File: src/rtl/note_pkg.sv
// Shared note codes, classification codes, 7-segment glyphs and FSM states
// for the note-word classifier.
package note_pkg;

   localparam logic [2:0] NOTE_TERM = 3'b000;
   localparam logic [2:0] NOTE_A    = 3'b001;
   localparam logic [2:0] NOTE_B    = 3'b010;
   localparam logic [2:0] NOTE_C    = 3'b011;
   localparam logic [2:0] NOTE_D    = 3'b100;
   localparam logic [2:0] NOTE_E    = 3'b101;
   localparam logic [2:0] NOTE_F    = 3'b110;
   localparam logic [2:0] NOTE_G    = 3'b111;

   localparam logic [1:0] TIPO_DO   = 2'b11;
   localparam logic [1:0] TIPO_RE   = 2'b10;
   localparam logic [1:0] TIPO_MI   = 2'b01;
   localparam logic [1:0] TIPO_NONE = 2'b00;

   // Glyphs are stored active-low, i.e. already inverted from {g,f,e,d,c,b,a}
   localparam logic [6:0] SEG_A    = ~7'h77;
   localparam logic [6:0] SEG_B    = ~7'h7C;
   localparam logic [6:0] SEG_C    = ~7'h39;
   localparam logic [6:0] SEG_D    = ~7'h5E;
   localparam logic [6:0] SEG_E    = ~7'h79;
   localparam logic [6:0] SEG_F    = ~7'h71;
   localparam logic [6:0] SEG_G    = ~7'h3D;
   localparam logic [6:0] SEG_DASH = ~7'h40;

   typedef enum logic [1:0] {IDLE, COLLECT, DRAIN, EMIT} state_t;

   function automatic logic [1:0] tipoOf(input logic [3:0] key);
      case (key)
         {1'b0, NOTE_C}: tipoOf = TIPO_DO;
         {1'b0, NOTE_D}: tipoOf = TIPO_RE;
         {1'b0, NOTE_E}: tipoOf = TIPO_MI;
         default:        tipoOf = TIPO_NONE;
      endcase
   endfunction

endpackage

File: src/rtl/note_word_classifier_if.sv
// Note stream handshake between the keypad front end (master) and the
// classifier (slave).
interface note_word_classifier_if;
   logic       in_valid;
   logic       in_ready;
   logic       Tom;
   logic [2:0] Nota;

   modport master (output in_valid, Tom, Nota, input in_ready);
   modport slave  (input in_valid, Tom, Nota, output in_ready);
endinterface

File: src/rtl/note_seg_decoder.sv
// Combinational note-to-glyph lookup; the terminator shows a dash.
module note_seg_decoder
   import note_pkg::*;
(
   input  logic [2:0] nota_i,
   output logic [6:0] seg_o
);

   always_comb begin
      seg_o = SEG_DASH;
      case (nota_i)
         NOTE_A:  seg_o = SEG_A;
         NOTE_B:  seg_o = SEG_B;
         NOTE_C:  seg_o = SEG_C;
         NOTE_D:  seg_o = SEG_D;
         NOTE_E:  seg_o = SEG_E;
         NOTE_F:  seg_o = SEG_F;
         NOTE_G:  seg_o = SEG_G;
         default: seg_o = SEG_DASH;
      endcase
   end

endmodule

File: src/rtl/note_word_classifier.sv
// Groups accepted notes into terminator-delimited words, echoes each note on a
// 7-segment display and classifies each word. Define WORD_HIST_EN for a
// readable buffer of the last emitted word.
module note_word_classifier
   import note_pkg::*;
#(
   parameter  int MAX_LEN        = 8,
   parameter  bit CLASS_BY_FIRST = 1'b0,
   localparam int LEN_W          = $clog2(MAX_LEN + 1)
)(
   input  logic                    clk,
   input  logic                    Reset,
   note_word_classifier_if.slave   noteBus,
   output logic [6:0]              Saida,
   output logic                    End,
   output logic [1:0]              Tipo,
   output logic [LEN_W-1:0]        Len,
   output logic                    Overflow
`ifdef WORD_HIST_EN
   ,
   input  logic [LEN_W-1:0]        hist_idx,
   output logic [3:0]              hist_note
`endif
);

   state_t           state_q;
   logic [LEN_W-1:0] count_q;
   logic [3:0]       key_q;
   logic [6:0]       saida_q;
   logic             end_q;
   logic [1:0]       tipo_q;
   logic [LEN_W-1:0] len_q;
   logic             ovf_q;

   logic       accept;
   logic       isTerm;
   logic [3:0] note;
   logic [6:0] glyph;
   logic       wordFull;

   assign noteBus.in_ready = (state_q != EMIT);
   assign accept   = noteBus.in_valid && noteBus.in_ready;
   assign isTerm   = (noteBus.Nota == NOTE_TERM);
   assign note     = {noteBus.Tom, noteBus.Nota};
   assign wordFull = (count_q == LEN_W'(MAX_LEN));

   note_seg_decoder u_segDecoder (
      .nota_i (noteBus.Nota),
      .seg_o  (glyph)
   );

   // Word FSM; results are latched on entry to EMIT and held until the next one
   always_ff @(posedge clk or posedge Reset) begin
      if (Reset) begin
         state_q <= IDLE;
         count_q <= '0;
         key_q   <= '0;
         saida_q <= SEG_DASH;
         end_q   <= 1'b0;
         tipo_q  <= TIPO_NONE;
         len_q   <= '0;
         ovf_q   <= 1'b0;
      end else begin
         end_q <= 1'b0;
         if (accept) saida_q <= glyph;
         unique case (state_q)
            IDLE: begin
               if (accept) begin
                  if (isTerm) begin
                     state_q <= EMIT;
                     end_q   <= 1'b1;
                     tipo_q  <= TIPO_NONE;
                     len_q   <= '0;
                     ovf_q   <= 1'b0;
                  end else begin
                     state_q <= COLLECT;
                     count_q <= LEN_W'(1);
                     key_q   <= note;
                  end
               end
            end
            COLLECT: begin
               if (accept) begin
                  if (isTerm) begin
                     state_q <= EMIT;
                     end_q   <= 1'b1;
                     tipo_q  <= tipoOf(key_q);
                     len_q   <= count_q;
                     ovf_q   <= 1'b0;
                  end else if (wordFull) begin
                     state_q <= DRAIN;
                  end else begin
                     count_q <= count_q + LEN_W'(1);
                     if (!CLASS_BY_FIRST) key_q <= note;
                  end
               end
            end
            DRAIN: begin
               if (accept && isTerm) begin
                  state_q <= EMIT;
                  end_q   <= 1'b1;
                  tipo_q  <= TIPO_NONE;
                  len_q   <= LEN_W'(MAX_LEN);
                  ovf_q   <= 1'b1;
               end
            end
            EMIT: begin
               state_q <= IDLE;
               count_q <= '0;
               key_q   <= '0;
            end
         endcase
      end
   end

   assign Saida    = saida_q;
   assign End      = end_q;
   assign Tipo     = tipo_q;
   assign Len      = len_q;
   assign Overflow = ovf_q;

`ifdef WORD_HIST_EN
   localparam int IDX_W = (MAX_LEN > 1) ? $clog2(MAX_LEN) : 1;

   logic [3:0] hist_q [MAX_LEN];
   logic       countedNote;

   // Only counted notes land in the buffer, so it stays frozen after EMIT
   assign countedNote = accept && !isTerm &&
                        ((state_q == IDLE) || (state_q == COLLECT && !wordFull));

   always_ff @(posedge clk) begin
      if (countedNote) hist_q[count_q[IDX_W-1:0]] <= note;
   end

   assign hist_note = (hist_idx < len_q) ? hist_q[hist_idx[IDX_W-1:0]] : 4'b0000;
`endif

endmodule

File: src/flat_wrapper.sv
// flat-port wrapper written by rule: the top's interface ports become plain ports
module note_word_classifier_flat import note_pkg::*;
#(
   parameter  int MAX_LEN        = 8,
   parameter  bit CLASS_BY_FIRST = 1'b0,
   localparam int LEN_W          = $clog2(MAX_LEN + 1)
)
  (clk, Reset, Saida, End, Tipo, Len, Overflow, noteBus_in_valid, noteBus_Tom, noteBus_Nota, noteBus_in_ready);
  note_word_classifier_if noteBus_i ();
  input  logic clk;
  input  logic Reset;
  output logic [6:0] Saida;
  output logic End;
  output logic [1:0] Tipo;
  output logic [LEN_W-1:0] Len;
  output logic Overflow;
  input wire logic [$bits(noteBus_i.in_valid)-1:0] noteBus_in_valid;
  input wire logic [$bits(noteBus_i.Tom)-1:0] noteBus_Tom;
  input wire logic [$bits(noteBus_i.Nota)-1:0] noteBus_Nota;
  output wire logic [$bits(noteBus_i.in_ready)-1:0] noteBus_in_ready;
  assign noteBus_i.in_valid = noteBus_in_valid;
  assign noteBus_i.Tom = noteBus_Tom;
  assign noteBus_i.Nota = noteBus_Nota;
  assign noteBus_in_ready = noteBus_i.in_ready;
  note_word_classifier #(.MAX_LEN(MAX_LEN), .CLASS_BY_FIRST(CLASS_BY_FIRST)) u_core (.clk(clk), .Reset(Reset), .noteBus(noteBus_i), .Saida(Saida), .End(End), .Tipo(Tipo), .Len(Len), .Overflow(Overflow));
endmodule
File: config.mk
export PLATFORM = sky130hd
export DESIGN_NAME = note_word_classifier_flat
export DESIGN_NICKNAME = d
export VERILOG_FILES = /design/src/rtl/note_pkg.sv /design/src/rtl/note_word_classifier_if.sv /design/src/rtl/note_seg_decoder.sv /design/src/rtl/note_word_classifier.sv /design/src/flat_wrapper.sv
export SDC_FILE = /design/constraint.sdc
export NUM_CORES = 1
export LEC_CHECK = 0
export ABC_AREA = 0
export BUFFER_PORTS_ARGS = -buffer_cell sky130_fd_sc_hd__clkbuf_2
export CORE_MARGIN = 2
export CORE_UTILIZATION = 45
export CTS_BUF_LIST = sky130_fd_sc_hd__clkbuf_8
export DETAILED_ROUTE_END_ITERATION = 10
export PLACE_DENSITY = 0.68
export REMOVE_ABC_BUFFERS = 1
export SLEW_MARGIN = 30
export SYNTH_ARGS = -nofsm -noshare
export SYNTH_HDL_FRONTEND = slang
export SYNTH_HIERARCHICAL = 1
export SYNTH_SLANG_ARGS = --single-unit
File: constraint.sdc
create_clock -name clk -period 1.8 [get_ports clk]
set_input_delay 0.36 -clock clk [delete_from_list [all_inputs] [get_ports clk]]
set_output_delay 0.36 -clock clk [all_outputs]
set_load 0.005 [all_outputs]
# After elaboration in Yosys (flattened, before gate mapping)
# Cells that the tools add are included.
[totals]
reg_bits = 25
word_cells = 88
output_inout_bits = 16
mem_count = 0
rom_bits = 0
latch_bits = 0
inputBits = 7
ramBits = 0
[op_classes]
n_reduce_logical = 12
div = 0
n_shift = 0
mux = 41
eq_ne = 26
bitwise = 0
n_lt_le_gt_ge = 0
mul = 0
n_addsub = 1
[op_table]
columns = ["op", "count"]
rows = [
  ["$mux 4", 15],
  ["$pmux 7 s7", 1],
  ["$pmux 4 s3", 3],
  ["$mux 2", 11],
  ["$ne 2x1->1 const B", 7],
  ["$eq 3x3->1 const B", 4],
  ["$pmux 2 s3", 2],
  ["$reduce_and 6->1", 2],
  ["$eq 4x3->1 const B", 2],
  ["$ne 2x2->1 const B", 4],
  ["$pmux 2 s4", 1],
  ["$reduce_and 4->1", 2],
  ["$eq 3x2->1 const B", 2],
  ["$mux 1", 6],
  ["$reduce_bool 3->1", 2],
  ["$add 4x1->4 const B", 1],
  ["$eq 2x2->1 const B", 2],
  ["$eq 4x2->1 const B", 1],
  ["$eq 4x4->1 const B", 1],
  ["$pmux 1 s2", 2],
  ["$eq 3x1->1 const B", 1],
  ["$logic_not 3->1", 1],
  ["$ne 3x1->1 const B", 1],
  ["$eq 2x1->1 const B", 1],
  ["other kinds (4)", 5],
]

# Logic depth before layout (Yosys ltp)
[logic_depth]
depth_word = 5
depth_mapped = 6
mapped_depth_nobuf = 6

# Cells and area by module
# Netlist, hierarchy kept.
[modules_own_cells]
columns = ["module", "seq_area_each_um2", "cells_each", "area_per_inst_um2", "n_inst"]
rows = [
  ["note_word_classifier", 633.1, 117, 1346.3, 1],
  ["note_seg_decoder", 0.0, 10, 60.1, 1],
]

# Worst setup path before layout
# No wires, ideal clock.
[synth_path]
kind = "register to register"
from = "register u_core.state_q[0]"
to = "register u_core.len_q[3] (netlist: u_core/Len[3])"
setup_ps = 125
n_path_buf = 1
stages_incl_launch_ff = 7
path_slack_ps = -30
period_less_slack_ps = 1830
arrival_time_ps = 1706
required_ps = 1675
path_cell_list = "dfrtp_1 -> inv_1 -> ha_1 -> nor3_1 -> o22a_1 -> buf_6 -> mux2_2"
[synth_between]
elab_chain_len = 5
elab_cells_between_ends = 14
cone_classes = "eq/ne: 8; mux: 1; reduce/logical: 5"
[synth_rtl]
columns = ["item", "line_no", "text"]
rows = [
  ["start: declaration", "note_word_classifier.sv:26", "state_t state_q;"],
  ["start signal: assignment", "note_word_classifier.sv:55", "state_q <= IDLE;"],
  ["start signal: assignment", "note_word_classifier.sv:70", "state_q <= EMIT;"],
  ["start signal: assignment", "note_word_classifier.sv:76", "state_q <= COLLECT;"],
  ["$ne 2x2->1", "note_word_classifier.sv:41", "assign noteBus.in_ready = (state_q != EMIT);"],
  ["$logic_and 1x1->1", "note_word_classifier.sv:42", "assign accept = noteBus.in_valid && noteBus.in_ready;"],
  ["$logic_and 1x1->1", "note_word_classifier.sv:99", "if (accept && isTerm) begin"],
  ["$ne 2x1->1 (no source line)", "-", ""],
  ["$reduce_and 6->1 (no source line)", "-", ""],
  ["end signal: assignment", "note_word_classifier.sv:88", "len_q <= count_q;"],
  ["end signal: assignment", "note_word_classifier.sv:103", "len_q <= LEN_W'(MAX_LEN);"],
  ["end: declaration", "note_word_classifier.sv:32", "logic [LEN_W-1:0] len_q;"],
]
# Several ways; a longest one is shown, not always the timed one.
# A chain may end at the register's enable or synchronous reset.

# Worst setup path after layout
[layout_path]
from = "register u_core.state_q[1]"
to = "output port noteBus_in_ready"
[layout_between]
elab_chain_len = 1
[layout_rtl]
columns = ["item", "line_no", "text"]
rows = [
  ["$ne 2x2->1", "note_word_classifier.sv:41", ""],
  ["end: declaration", "flat_wrapper.sv:20", "output wire logic [$bits(noteBus_i.in_ready)-1:0] noteBus_in_ready;"],
]
# No other way between the ends.

==> impl_summary.log <==
INFO  metric ctsHtreeMaxLevel = 1
INFO  metric timing.hold.worst.class = input pin to asynchronous set/reset pin
INFO  metric skew = 5.80 ps
INFO  metric post-layout-total-power = between 0.003 and 0.004 W
INFO  metric powerDensity = 1730 nW/um^2
INFO  metric design.die.area = 3590 sq um
INFO  metric arrival = 1380 ps
INFO  metric pre_cts_ws = -39.9 ps
INFO  metric synth_top_cells_by_area = dfrtp_1, dfstp_2, mux2_2
INFO  metric post_synthesis_sequential_area_ratio = 0.450
INFO  metric slew_viol_final = 0
INFO  metric synth-seq-cells = 25
INFO  metric floorplan.die.width = about 60 um
INFO  metric vias_per_cell = 5.36
INFO  metric numClockSinks = 25
INFO  metric cts.root.buffer_cell = clkbuf_8
INFO  metric power.ir.vdd_worst = 0.757 mV
INFO  metric number_of_port_buffers = 22
INFO  metric grt_overflow_total = 0
INFO  metric antenna_left = 0
INFO  metric final-setup-viol-count = 0
INFO  metric post_cts_hold_buffer_count = 0
INFO  metric clock_latency = 270 ps
INFO  metric run_status = complete, no violations
INFO  metric gpl.final_weighted_congestion = 0.830
INFO  metric numPlacedInstances = 189
INFO  metric number_of_nets_at_the_end_of_the_flow = 181
INFO  metric synth_xor_xnor_area_share = 0.0187
INFO  metric ys_warn_count = 6
INFO  metric detail_route.drc_violations = 0
INFO  metric synth.lib_cells_used.distinct = 37
INFO  metric grt_max_degree = 26
INFO  metric synth_enable_flop_cells = 0
INFO  metric synthCells = 127
INFO  metric boundaryPins = 23
INFO  metric critPathRequiredTime = 1440 ps
INFO  metric critical_path_peak_fanout = 4
INFO  metric yosys.area_share.simple = 0.147
INFO  metric synth_ff_type = dfrtp_1
INFO  metric synth_adder_area_share = 0.0623
INFO  metric core_area = ~3000 sq um
INFO  metric cap_viol_max_count = 0
INFO  metric yosys_top_cell_area_share = 0.338
INFO  metric cts_buffers = 3
INFO  metric synth_top_family_by_area = multiplexers
INFO  metric fin_util = 0.586
INFO  metric headroom_to_the_max_slew_limit = 0.793
INFO  metric mux_contribution_to_synthesized_area = 0.169
INFO  metric timing_worst_slew_pin_value = 308 ps
INFO  metric cp-end-kind = output pin
INFO  metric worstSetupStartpointType = register
INFO  metric antenna-diode-count = 0
INFO  metric post_route_cells_drive_above_1_share = 0.464
INFO  metric first_pass_grt_wire_length = 4890 um
INFO  metric clock_transition_at_the_registers_of_the_reported_paths = 90 ps
INFO  metric period_minus_slack = 1740 ps
INFO  metric clock_tree_from_tritoncts = built
INFO  metric postLayoutSetupSlackWorst = between 60 and 70 ps
INFO  metric detail_route.wirelength = 2870 um
INFO  metric die_height = 59.9 um
INFO  metric routed_wire_length_per_instance = 14.4 um
INFO  metric dp.final_hpwl = 2100 um
INFO  metric starting_density_of_the_core = 0.468
INFO  metric synth.largest_area_cell = dfrtp_1
INFO  metric synth_compound_area_frac = 0.0979
INFO  metric grt_use_total = 0.183
INFO  metric layout-area-overhead-vs-synth = 25.2%
INFO  metric setup.worst_path.class = register to output pin
INFO  metric hold_ws = 103 ps
INFO  metric detailedRoute.firstIterationViolations = 69
INFO  metric syn_area = 1410 sq um
INFO  metric static-leakage-power = between 0.8 and 0.9 nW
INFO  metric layout.cells.non_filler = 199
INFO  metric nFillCells = 251
INFO  metric achievable-frequency = 0.575 GHz
INFO  metric floorplan.rows = 20
INFO  metric synth-async-reset-ratio = 1.00
INFO  metric cts_buffer_depth = 2
INFO  metric antenna_found_initial = 0
INFO  metric vias_in_the_first_global_route = about 1.1k
INFO  metric via_count = 1066
INFO  metric timing_hold_violations_final = 0
INFO  metric timing.final.crit_share = 0.966
INFO  metric dr.pass1.iters = 4
INFO  metric synthesized_area_divided_by_synthesized_cell_count = 11.1 sq um
-- cells in the mapped netlist, types with 3 or more instances --
library cell	instances
dfstp_2	6
mux2_2	10
a21oi_1	3
nor2_1	5
inv_1	14
nand2_1	8
dfrtp_1	19
ha_1	7
o22a_1	3
o21ai_0	3
mux2i_1	8
nor2b_1	5
mux2_4	3
nor3_1	4
-- power by group --
| part | switching [W] | internal [W] | total [W] |
|---|---|---|---|
| clock network | 0.000182 | 0.000157 | 0.000339 |
| registers | 0.000163 | 0.000814 | 0.000977 |
| logic | 0.000813 | 0.000922 | 0.00173 |
-- path summary, 6_finish.rpt --
path                                    from                end  slack [ps]  cells past startpoint
max reg2reg                u_core/state_q[0]  u_core/count_q[3]          90                      6
min                                    Reset    u_core/key_q[3]         100                      3
min in group clk             noteBus_Nota[0]    u_core/key_q[0]         360                      3
min reg2reg                  u_core/Saida[6]    u_core/Saida[6]         530                      1
max                        u_core/state_q[1]   noteBus_in_ready          60                      4
max in group asynchronous              Reset    u_core/Saida[5]        1400                      3
-- metrics by stage --
| step | instance area, sq um | TNS [ps] |
|---|---|---|
| after CTS | 1690 | 0 |
| after detailed placement | 1620 | -170 |
| after global placement | 1620 | 0 |
| after floorplan | 1380 | -2870 |
| after global routing | 1760 | -13.6 |
| final | 1760 | 0 |
-- area by class of cell --
type / count / area (sq um) / area share
Timing Repair Buffer: 39 / 241 / 0.137
Tap cell: 33 / 41.3 / 0.0235
Clock inverter: 1 / 7.51 / 0.00426
Multi-Input combinational cell: 84 / 742 / 0.421
Inverter: 14 / 52.6 / 0.0299
Clock buffer: 3 / 41.3 / 0.0235
Sequential cell: 25 / 634 / 0.360
-- worst max-delay path, cell delays in order, from the launching register on --
cell and delay [ps]:
dfrtp_2 460, ha_2 220, buf_4 160, inv_1 130
clkbuf_2 140
-- what timing repair did --
action / 4_1_cts / 5_1_grt
buffers inserted: 1 / 5
endpoints found under the setup margin: 7 / 16
resized for setup: 5 / 9
pin swaps: 2 / 3
-- cells in the final DEF (no fill, tap or decap), types with 3 or more instances in the layout --
master,n
nand2_1,7
clkbuf_8,3
nor2_1,5
buf_4,16
mux2_2,10
o21ai_0,3
o22a_1,3
a21oi_1,3
nor3_1,3
dfstp_2,6
clkbuf_2,22
ha_1,3
mux2i_1,8
mux2_4,3
nor2b_1,4
dfrtp_1,18
inv_1,12
-- kinds of logic after synthesis --
group,after synthesis
DFF,25
AOI/OAI and AO/OA,17
xor gates and xnor gates,3
adders and majority gates,7
muxes,21
buffers and inverters,18
and+or+nand+nor,36
-- flip-flops by register name (all words and copies together), names as in the netlist --
signal and count:
u_core/key_q 4, u_core/Saida 7, u_core/End 1, u_core/Overflow 1, u_core/Len 4, u_core/state_q 2, u_core/count_q 4, u_core/Tipo 2
-- layer usage --
layer	wire [um]	vias up	track usage
met5	0	-	0
met4	26	0	0.0730
met3	113	4	0.0325
met2	1500	30	0.320
met1	1230	518	0.220
li1	-	514	-
Power figures use the tool's default switching activity.
